### src/rtl/posit_adder_arbiter.sv
// Round-robin front end that shares one posit adder among R requesters and
// routes each result back to its originating requester via an in-order tag FIFO.
module posit_adder_arbiter #(
   parameter int  N   = 32,
   parameter int  R   = 4,
   parameter int  LAT = 0,
   localparam int IDW = $clog2(R),
   localparam int CW  = $clog2(LAT + 3)
) (
   input  logic             aclk,
   input  logic             reset,
   input  logic [R-1:0]     req_valid,
   output logic [R-1:0]     req_ready,
   input  logic [R*N-1:0]   req_in1,
   input  logic [R*N-1:0]   req_in2,
   output logic [N-1:0]     add_in1,
   output logic [N-1:0]     add_in2,
   output logic             add_start,
   input  logic [N-1:0]     add_result,
   input  logic             add_inf,
   input  logic             add_zero,
   input  logic             add_done,
   output logic [R-1:0]     rsp_valid,
   output logic [N-1:0]     rsp_result,
   output logic             rsp_inf,
   output logic             rsp_zero,
   output logic [CW-1:0]    inflight,
   output logic             err
);

   localparam int DEPTH = LAT + 2;
   localparam int PW    = $clog2(DEPTH);
   localparam logic [CW-1:0] CNT_ZERO = {CW{1'b0}};
   localparam logic [CW-1:0] CNT_ONE  = {{(CW-1){1'b0}}, 1'b1};
   localparam logic [CW-1:0] CNT_FULL = CW'(DEPTH);
   localparam logic [PW-1:0] PTR_LAST = PW'(DEPTH - 1);
   localparam logic [IDW-1:0] ID_LAST = IDW'(R - 1);

   typedef enum logic [0:0] {
      ST_IDLE = 1'b0,
      ST_BUSY = 1'b1
   } st_t;

   st_t              st_r;
   logic [IDW-1:0]   ptr_r;
   logic [IDW-1:0]   tag_mem_r [DEPTH];
   logic [PW-1:0]    wr_ptr_r;
   logic [PW-1:0]    rd_ptr_r;
   logic [CW-1:0]    count_r;
   logic [CW-1:0]    count_nxt_s;
   logic [IDW:0]     cand_s;
   logic [IDW-1:0]   grant_idx_s;
   logic             grant_found_s;
   logic             fifo_full_s;
   logic             issue_s;
   logic             pop_s;
   logic             op_cke_s;

   function automatic logic [R-1:0] onehot(input logic [IDW-1:0] idx);
      onehot = {{(R-1){1'b0}}, 1'b1} << idx;
   endfunction

   function automatic logic [PW-1:0] next_ptr(input logic [PW-1:0] p);
      next_ptr = (p == PTR_LAST) ? {PW{1'b0}} : p + {{(PW-1){1'b0}}, 1'b1};
   endfunction

   // first valid requester at or after ptr, wrapping modulo R
   always_comb begin
      grant_found_s = 1'b0;
      grant_idx_s   = {IDW{1'b0}};
      cand_s        = {(IDW+1){1'b0}};
      for (int i = 0; i < R; i++) begin
         cand_s = {1'b0, ptr_r} + (IDW+1)'(i);
         if (cand_s >= (IDW+1)'(R)) begin
            cand_s = cand_s - (IDW+1)'(R);
         end else begin
            cand_s = cand_s;
         end
         if (!grant_found_s && req_valid[cand_s[IDW-1:0]]) begin
            grant_found_s = 1'b1;
            grant_idx_s   = cand_s[IDW-1:0];
         end else begin
            grant_found_s = grant_found_s;
         end
      end
   end

   assign fifo_full_s = (count_r == CNT_FULL);
   assign issue_s     = grant_found_s & ~fifo_full_s & ~reset;
   assign pop_s       = add_done & (count_r != CNT_ZERO);
   assign op_cke_s    = (st_r == ST_BUSY) | (|req_valid);
   assign req_ready   = issue_s ? onehot(grant_idx_s) : {R{1'b0}};
   assign inflight    = count_r;

   // occupancy after this edge's push/pop
   always_comb begin
      case ({issue_s, pop_s})
         2'b10:   count_nxt_s = count_r + CNT_ONE;
         2'b01:   count_nxt_s = count_r - CNT_ONE;
         default: count_nxt_s = count_r;
      endcase
   end

   // issue path, tag FIFO, response registers and sticky error
   always_ff @(posedge aclk or posedge reset) begin
      if (reset) begin
         ptr_r      <= {IDW{1'b0}};
         wr_ptr_r   <= {PW{1'b0}};
         rd_ptr_r   <= {PW{1'b0}};
         count_r    <= CNT_ZERO;
         add_start  <= 1'b0;
         add_in1    <= {N{1'b0}};
         add_in2    <= {N{1'b0}};
         rsp_valid  <= {R{1'b0}};
         rsp_result <= {N{1'b0}};
         rsp_inf    <= 1'b0;
         rsp_zero   <= 1'b0;
         err        <= 1'b0;
         for (int i = 0; i < DEPTH; i++) begin
            tag_mem_r[i] <= {IDW{1'b0}};
         end
      end else begin
         add_start <= issue_s;
         count_r   <= count_nxt_s;
         if (issue_s) begin
            tag_mem_r[wr_ptr_r] <= grant_idx_s;
            wr_ptr_r            <= next_ptr(wr_ptr_r);
            ptr_r               <= (grant_idx_s == ID_LAST) ? {IDW{1'b0}}
                                   : grant_idx_s + {{(IDW-1){1'b0}}, 1'b1};
         end
         // operand bank only toggles while the block is active
         if (op_cke_s && issue_s) begin
            add_in1 <= req_in1[grant_idx_s*N +: N];
            add_in2 <= req_in2[grant_idx_s*N +: N];
         end
         if (pop_s) begin
            rd_ptr_r   <= next_ptr(rd_ptr_r);
            rsp_valid  <= onehot(tag_mem_r[rd_ptr_r]);
            rsp_result <= add_result;
            rsp_inf    <= add_inf;
            rsp_zero   <= add_zero;
         end else begin
            rsp_valid  <= {R{1'b0}};
         end
         if (add_done && count_r == CNT_ZERO) begin
            err <= 1'b1;
         end
      end
   end

   // idle/busy tracking; BUSY drops once the last result retires with no new issue
   always_ff @(posedge aclk or posedge reset) begin
      if (reset) begin
         st_r <= ST_IDLE;
      end else begin
         case (st_r)
            ST_IDLE: if (issue_s) st_r <= ST_BUSY;
            ST_BUSY: if (!issue_s && count_nxt_s == CNT_ZERO) st_r <= ST_IDLE;
            default: st_r <= ST_IDLE;
         endcase
      end
   end

endmodule

### config.mk
export PLATFORM = sky130hd
export DESIGN_NAME = posit_adder_arbiter
export DESIGN_NICKNAME = d
export VERILOG_FILES = /design/src/rtl/posit_adder_arbiter.sv
export SDC_FILE = /design/constraint.sdc
export NUM_CORES = 1
export LEC_CHECK = 0
export ABC_AREA = 0
export ABC_CLOCK_PERIOD_IN_PS = 10600
export BUFFER_PORTS_ARGS = -buffer_cell sky130_fd_sc_hd__buf_2
export CORE_AREA = 2 2 160 162
export DETAILED_ROUTE_END_ITERATION = 7
export DIE_AREA = 0 0 162 164
export PLACE_DENSITY = 0.56
export SYNTH_ARGS = -nofsm -noshare
export SYNTH_HDL_FRONTEND = slang
export SYNTH_SLANG_ARGS = --single-unit
export TNS_END_PERCENT = 100
### constraint.sdc
create_clock -name aclk -period 10.6 [get_ports aclk]
set_input_delay 1.59 -clock aclk [delete_from_list [all_inputs] [get_ports aclk]]
set_output_delay 1.59 -clock aclk [all_outputs]
set_load 0.02 [all_outputs]
After elaboration in Yosys (flattened, before gate mapping)
Index checks and enable logic that the tools add are counted.
{ "totals": {"ff_bits": 115, "elab_cells": 105} }
{ "classes": {"addsub": 12, "n_lt_le_gt_ge": 11, "n_eq_ne": 4, "shifts": 4, "n_mux": 35, "bitwise": 9, "reduce_logical": 15} }
{ "op_table": {"columns": ["op", "count"], "rows": [
  ["indexed part select 128 x 8 -> 32 bit", 2],
  ["two-way mux 2 bit", 13],
  ["less-than comparator 2 x 3 -> 1 bit (second input constant)", 4],
  ["two-way mux 1 bit", 12],
  ["subtractor 2 x 1 -> 2 bit (second input constant)", 5],
  [">= comparator 3 bit (second input constant)", 3],
  ["binary-select mux 1 bit (select 2 bit)", 4],
  ["two-way mux 4 bit", 2],
  ["<< shifter 1 x 2 -> 4 bit (first input constant)", 2],
  ["logical AND 1 bit", 7],
  ["adder 2 x 2 -> 3 bit (second input constant)", 2],
  ["equality test 2 bit (second input constant)", 3],
  ["adder 2 x 1 -> 2 bit (second input constant)", 2],
  ["bitwise mux 4 bit", 1],
  [">= comparator 2 bit (second input constant)", 2],
  ["logical NOT 1 bit", 4],
  ["logical NOT 2 bit", 2],
  ["inverter 1 -> 2 bit", 2],
  ["one-hot mux 2 bit (2 select lines)", 1],
  ["OR reduction 4 bit", 1],
  ["adder 2 x 1 -> 3 bit (second input constant)", 1],
  ["bitwise AND 1 bit", 3],
  [">= comparator 2 x 3 -> 1 bit (second input constant)", 1],
  ["inverter 1 bit", 3],
  ["7 further kinds", 8]
]} }

Logic depth before layout (Yosys ltp)
Gate-level depths: netlist of the first run.
{ "logic_depth": {"ltp_word": 22, "depth_mapped": 8} }

Least setup slack after synthesis of the first run
Ideal clock, no wire load.
{ "synth_path": {"path_kind": "input port to output port", "startpoint": "input port req_valid[3]", "endpoint": "output port req_ready[0]", "arrival_time_ns": 2.842, "required_ns": 9.010, "path_slack_ns": 6.168, "cell_stages": 7, "path_buffers": 1, "cell_sequence": "nand2b_1 a211oi_1 nor2_2 inv_2 clkbuf_1 ha_1 and2_1"} }
{ "synth_lines": {"columns": ["item", "line_no", "source"], "rows": [
  ["start: declaration", "12", "input logic [R-1:0] req_valid,"],
  ["binary-select mux 1 bit (select 2 bit)", "79", "if (!grant_found_s && req_valid[cand_s[IDW-1:0]]) begin"],
  ["two-way mux 1 bit (not written as such)", "79", null],
  ["two-way mux 1 bit", "79", null],
  ["logical NOT 1 bit", "79", null],
  ["logical AND 1 bit", "79", null],
  ["two-way mux 1 bit", "79", null],
  ["logical NOT 1 bit", "79", null],
  ["logical AND 1 bit", "79", null],
  ["two-way mux 1 bit", "79", null],
  ["logical NOT 1 bit", "79", null],
  ["logical AND 1 bit", "79", null],
  ["two-way mux 2 bit *", "79", null],
  ["via grant_idx_s[1]", "52", "logic [IDW-1:0] grant_idx_s;"],
  ["<< shifter 1 x 2 -> 4 bit *", "60", "onehot = {{(R-1){1'b0}}, 1'b1} << idx;"],
  ["two-way mux 4 bit *", "92", "assign req_ready = issue_s ? onehot(grant_idx_s) : {R{1'b0}};"],
  ["end: declaration", "13", "output logic [R-1:0] req_ready,"]
]} }
Mark *: on every way through the listed nets, which the timed path passes. The rest lies on a longest branch. The select of a mux whose other input is x is not followed.

Final worst setup path of the first run
{ "layout_path": {"startpoint": "input port req_valid[3]", "endpoint": "output port req_ready[3]"} }
{ "layout_via": {"elab_chain_len": 15} }
{ "layout_lines": {"columns": ["item", "line_no", "source"], "rows": [
  ["binary-select mux 1 bit (select 2 bit)", "79", null],
  ["two-way mux 1 bit (not written as such)", "79", null],
  ["two-way mux 1 bit", "79", null],
  ["logical NOT 1 bit", "79", null],
  ["logical AND 1 bit", "79", null],
  ["two-way mux 1 bit", "79", null],
  ["logical NOT 1 bit", "79", null],
  ["logical AND 1 bit", "79", null],
  ["two-way mux 1 bit", "79", null],
  ["logical NOT 1 bit", "79", null],
  ["logical AND 1 bit", "79", null],
  ["two-way mux 1 bit", "79", null],
  ["bitwise AND 1 bit (2 in series)", "89", "assign issue_s = grant_found_s & ~fifo_full_s & ~reset;"],
  ["two-way mux 4 bit *", "92", null]
]} }
Mark *: on every way between the ends. The rest lies on a longest branch, timed or not. The select of a mux whose other input is x is not followed.

==> results of run 1 <==
[cells in the final DEF (no fill, tap or decap), types with 2 or more instances in the layout]
cell	instances
inv_4	2
ha_1	5
buf_4	12
o21ai_0	3
inv_2	2
mux2_2	35
nor2_1	11
inv_6	8
clkinvlp_4	2
a211o_1	64
dfrtp_1	114
mux2i_1	65
inv_1	4
and2_1	4
a21oi_1	2
buf_2	406
inv_8	3
nand4_1	64
o211ai_1	64
nand2_1	70
nand2b_1	2
o31ai_1	66
clkbuf_16	17
o21ai_4	2
xnor2_1	4
[where the power goes]
group	internal (mW)	switching, mW
logic	0.485	0.840
clock network	0.334	0.245
registers	0.636	0.125
[worst max-delay path by stage]
stage          cells past startpoint      endpoint         start  slack (ns)
4_1_cts                           10  req_ready[3]  req_valid[3]        4.45
3_5_place_dp                      10  req_ready[3]  req_valid[3]        4.45
3_3_place_gp                      10  req_ready[3]  req_valid[2]        4.53
6_report                          10  req_ready[3]  req_valid[3]        4.57
2_1_floorplan                      1    add_in1[0]         reset        5.99
5_1_grt                           10  req_ready[3]  req_valid[3]        4.36
[worst reg2reg max path: stages (launching register included)]
cell	delay (ns)
dfrtp_1	0.43
nor2b_1	0.19
o21ai_4	0.11
buf_4	0.60
nand3_2	0.27
inv_4	0.35
buf_4	0.69
mux2i_1	0.44
o211ai_1	0.12
[stage by stage]
step | hold WS, ns | std cells | setup WS, ns | total power, mW | cell area [sq um]
2_1_floorplan | 0.501 | 682 | 5.99 | 1.66 | 6870
3_3_place_gp | 0.446 | 1350 | 4.53 | 2.09 | 9070
3_5_place_dp | 0.450 | 1350 | 4.45 | 2.11 | 9070
4_1_cts | 0.466 | 1382 | 4.45 | 2.70 | 9650
5_1_grt | 0.491 | 1382 | 4.36 | 2.84 | 9650
6_report | 0.465 | 1382 | 4.57 | 2.66 | 9650
[routing by layer]
metal	GRT usage	vias to the layer above	part of all wire
li1	-	3352	-
met2	0.338	366	0.50
met5	0	-	0
met4	0.0531	0	0.015
met3	0.0455	28	0.081
met1	0.235	3339	0.40
[cell families after synthesis]
kind of cell | synth area share
AO/OA/AOI/OAI | 0.239
AND/OR/NAND/NOR | 0.118
flip-flops | 0.415
multiplexers | 0.152
buffers and inverters | 0.0607
XOR/XNOR | 0.00638
adder cells (fa/ha/maj) | 0.00911
[sequential cells by signal (all words and copies together) (netlist names)]
signal,count
add_start,1
add_in1,32
rsp_valid,4
inflight,2
err,1
wr_ptr_r,1
rsp_zero,1
tag_mem_r,4
rd_ptr_r,1
rsp_inf,1
rsp_result,32
ptr_r,2
add_in2,32
[synth_stat cells, drive strengths merged (4+ instances only)]
library cell    n
a211o          64
and2            4
buf            55
clkbuf         25
dfrtp         114
ha              5
inv             8
mux2           35
mux2i          65
nand2          71
nand4          64
nor2           13
o211ai         64
o21ai           5
o31ai          66
xnor2           4
[final cells by class]
type	count	area [sq um]
clock buffers	17	425
clock inverters	15	158
fillers	2542	15200
inverters	8	35.0
multi-input cells	480	3650
flip-flops and latches	114	2850
well taps	330	413
repair buffers	418	2120
==> results.py, run 1 <==
metrics = {
    "place": {
        "port_buffers": 406,
        "place.gp.congestion": 0.780,
        "hpwl_mm": 18.8,
    },
    "floorplanning": {
        "rows": 58,
        "die-area_sq_um": 26600,
        "ios": 407,
        "core-area_sq_um": 24800,
        "initial_core_util": 0.277,
        "die_h_microns": 164,
        "die_w_microns": 162,
    },
    "synthesis": {
        "synth_seq_area_share": 0.415,
        "syn_avg_cell_area_sq_um": 10.1,
        "yosysTopAreaCellShare": 0.415,
        "synth_edf_count": 0,
        "synth-async-reset-ratio": 1.00,
        "syn_area_sq_um": 6870,
        "synth.ff_latch_count": 114,
        "synth_ff_type": "dfrtp_1",
        "yosysTopAreaCell": "dfrtp_1",
        "ys_top_cells_by_area": "dfrtp_1 42%, mux2i_1 9.5%, a211o_1 8.2%",
        "syn-num-nets": 984,
        "synth.distinct_cells": 39,
        "synth_warnings": 0,
        "syn_inst": 682,
    },
    "final_layout": {
        "fin_nets": 1341,
        "drive_above_1_share": 0.475,
        "syn2layout_area_growth_pct": 40.6,
        "fin_util": 0.389,
        "n_antenna_cell": 0,
    },
    "route": {
        "totalWireLength_mm": 26.5,
        "via_count": 7085,
        "drtAntennaViolNets": 0,
        "drc_errors": 0,
        "firstDrtPassIters": 5,
        "drtIter0Drc": 458,
        "wl_per_cell_microns": 19.2,
        "routed_via_density": 5.13,
    },
    "power_and_ir_drop": {
        "ir_drop_mv": 0.107,
        "p_per_area_nw_per_um2": 276,
        "p_leak_nw": 4.67,
    },
    "timing": {
        "rsz0062_at_grt": "false",
        "finalSetupTns_ns": 0,
        "clock.fmax_mhz": 166,
        "finalCriticalPeriod_ns": 6.03,
        "final-hold-violation-count": 0,
        "finalClockSkew_ns": 0.0152,
        "fin_crit_sh": 0.569,
        "maxSlewViolCount": 0,
        "worstMarginPinSlew_ns": 0.921,
        "slew_headroom": 0.386,
        "setup_viol": 0,
    },
    "setup_path": {
        "slowest_delay_ns": 0.68,
        "crit_chain": "buf_2, nor2b_1, o21ai_4, buf_4, nand3_2, inv_4, buf_4, ha_1, and2_1, buf_2",
        "crit_family": "buffers and inverters",
        "rr_endpoint": "add_in2[16]",
        "cp_slowest_cell": "buf_4",
        "critPathCaptureType": "primary output",
        "reg2regPathDepth": 8,
        "critPathKind": "in2out",
        "r2r_slack_ns": 7.25,
        "crit_buf_inv": 5,
        "crit_fanout": 65,
        "crit_path_start_kind": "input pin",
        "rr_startpoint": "ptr_r[1]",
        "critPathRequiredTime_ns": 9.01,
        "worstPathArrival_ns": 4.44,
    },
    "cts": {
        "clkTransAtPathRegs_ns": 0.07,
        "h-tree-depth": 4,
        "cts-root-buf": "clkbuf_16",
        "clkSinkCount": 114,
        "cts_resized": 0,
        "hold_buffers": 0,
        "clock_latency_ns": 0.42,
        "cts_buffer_depth": 2,
        "post_cts_buffers": 0,
        "numCtsBuffers": 17,
        "cts_tree": "yes",
    },
    "global_route": {
        "grt_pass1_wl_mm": 39.5,
        "grt_antenna_before_repair": 0,
        "track_usage": 0.192,
        "grt_max_degree": 82,
        "overflow": 0,
        "grt_pass1_vias": 6984,
    },
    "min_path": {
        "whs_path_depth": 1,
        "min_to": "err",
        "hp-class": "reg2reg",
        "hp-start": "err",
    },
    "outcome": {
        "status": "finished, final reports clean",
    },
    "run": {
        "cap_violations": 0,
    },
}
No activity file was read; power rests on OpenSTA's default activity.
==> inputs of run 2 (changes only) <==
Settings changed: ABC_CLOCK_PERIOD_IN_PS 10600 to 5600.
Clock period 10.6 ns to 5.6 ns, I/O delays scaled along.
==> run 2 against run 1 <==
- cell count stayed put
- register-to-register slack got worse by 4.8 ns
- critical path type unchanged
- highest routed layer unchanged
- non-clock buffer count unchanged
- core utilization up 0.091 points
- first-iteration DRC count decreased by 10%
- hold slack gained 0.0085 ns
==> results.py, run 2 (synthesized netlist as in run 1, its figures left out) <==
metrics = {
    "global_route": {
        "grt_antenna_before_repair": 0,
        "grt_pass1_wl_mm": 39.7,
        "overflow": 0,
        "grt_max_degree": 76,
        "met1_usage": 0.250,
        "track_usage": 0.194,
        "met2_usage": 0.326,
        "grt_pass1_vias": 6994,
        "gr-usage-met3": 0.0457,
        "gr-max-usage-layer": "met2",
    },
    "timing": {
        "slew_headroom": 0.262,
        "worstMarginPinSlew_ns": 1.11,
        "setup_viol": 0,
        "maxSlewViolCount": 0,
        "finalCriticalPeriod_ns": 3.40,
        "final-hold-violation-count": 0,
        "fin_hold_ws_ns": 0.473,
        "fin_crit_sh": 0.607,
        "setup_slack_ns": 2.20,
        "finalSetupTns_ns": 0,
        "clock.fmax_mhz": 294,
        "finalClockSkew_ns": 0.0102,
        "rsz0062_at_grt": "false",
    },
    "final_layout": {
        "n_antenna_cell": 0,
        "final_common_cell": "buf_2",
        "fin_nets": 1341,
        "drive_above_1_share": 0.475,
        "fin_util": 0.390,
        "syn2layout_area_growth_pct": 40.9,
        "mostFrequentLayoutCells": "406 x buf_2, 114 x dfrtp_1, 70 x nand2_1",
        "postLayoutCellArea_sq_um": 9680,
        "fin_cells": 1382,
        "reg.largest.list": "add_in1 x32, add_in2 x32, rsp_result x32",
    },
    "cts": {
        "cts_buffer_depth": 2,
        "clock_latency_ns": 0.41,
        "cts_resized": 0,
        "clkTransAtPathRegs_ns": 0.07,
        "cts-root-buf": "clkbuf_16",
        "hold_buffers": 0,
        "h-tree-depth": 4,
        "post_cts_buffers": 0,
        "numCtsBuffers": 17,
        "clkSinkCount": 114,
        "cts_tree": "yes",
    },
    "setup_path": {
        "critPathCaptureType": "primary output",
        "crit_fanout": 33,
        "slowest_delay_ns": 0.51,
        "critPathKind": "in2out",
        "crit_path_start_kind": "input pin",
        "worstPathArrival_ns": 2.56,
        "cp_slowest_cell": "inv_2",
        "crit_chain": "buf_2, nand2b_1, a211oi_1, nor2_2, inv_2, ha_1, and2_1, buf_2",
        "path_common_cell": "buf_2",
        "critPathRequiredTime_ns": 4.76,
    },
    "floorplanning": {
        "ios": 407,
        "rows": 58,
        "die_h_microns": 164,
        "die_w_microns": 162,
        "initial_core_util": 0.277,
        "core-area_sq_um": 24800,
        "die-area_sq_um": 26600,
    },
    "power_and_ir_drop": {
        "ir_drop_mv": 0.235,
        "p_leak_nw": 4.68,
        "p_per_area_nw_per_um2": 528,
        "p_total_mw": 5.11,
    },
    "route": {
        "totalWireLength_mm": 26.7,
        "drc_errors": 0,
        "via_count": 7048,
        "wl_per_cell_microns": 19.3,
        "drtAntennaViolNets": 0,
        "firstDrtPassIters": 5,
        "drtIter0Drc": 410,
        "routed_via_density": 5.10,
    },
    "place": {
        "port_buffers": 406,
        "place.gp.congestion": 0.775,
        "hpwl_mm": 18.9,
        "dp_slack_ns": 1.91,
        "placed_area_sq_um": 9070,
        "dpl.cell_count": 1350,
    },
    "run": {
        "cap_violations": 0,
    },
    "outcome": {
        "status": "finished, final reports clean",
    },
    "min_path": {
        "hp-class": "reg2reg",
    },
}
run 2: metal layers:
layer | up-vias | part of all wire
li1 | 3354 | -
met1 | 3320 | 0.43
met2 | 343 | 0.49
met3 | 31 | 0.068
met4 | 0 | 0.018
met5 | - | 0
run 2: final timing paths:
check	from	end	slack, ns	cells after the start
worst max-delay path	req_valid[3]	req_ready[0]	2.20	8
worst min-delay path	err	err	0.47	1
worst max register to register	ptr_r[0]	add_in1[14]	2.46	7
worst min register to register	err	err	0.47	1
max in group asynchronous	reset	add_in1[12]	3.77	3
min in group asynchronous	reset	rsp_result[1]	0.67	2
run 2: final cells by class:
cell class                      count  area, sq um
Inverter                            8         35.0
Multi-Input combinational cell    480         3650
Tap cell                          330          413
Timing Repair Buffer              418         2120
Sequential cell                   114         2850
Fill cell                        2565        15100
Clock inverter                     15          180
Clock buffer                       17          425
run 2: critical path: cells and delay by family:
kind | cells | cell delay [ns]
AO/OA/AOI/OAI | 1 | 0.28
adder cells (fa/ha/maj) | 1 | 0.26
buffers and inverters | 3 | 0.80
AND/OR/NAND/NOR | 3 | 0.37
run 2: where the power goes:
part,total [mW],switching (mW),leakage [nW],internal [mW]
Sequential,1.44,0.237,1.39,1.20
Combinational,2.52,1.60,3.00,0.916
Clock,1.15,0.470,0.296,0.678
Total,5.11,2.31,4.68,2.80
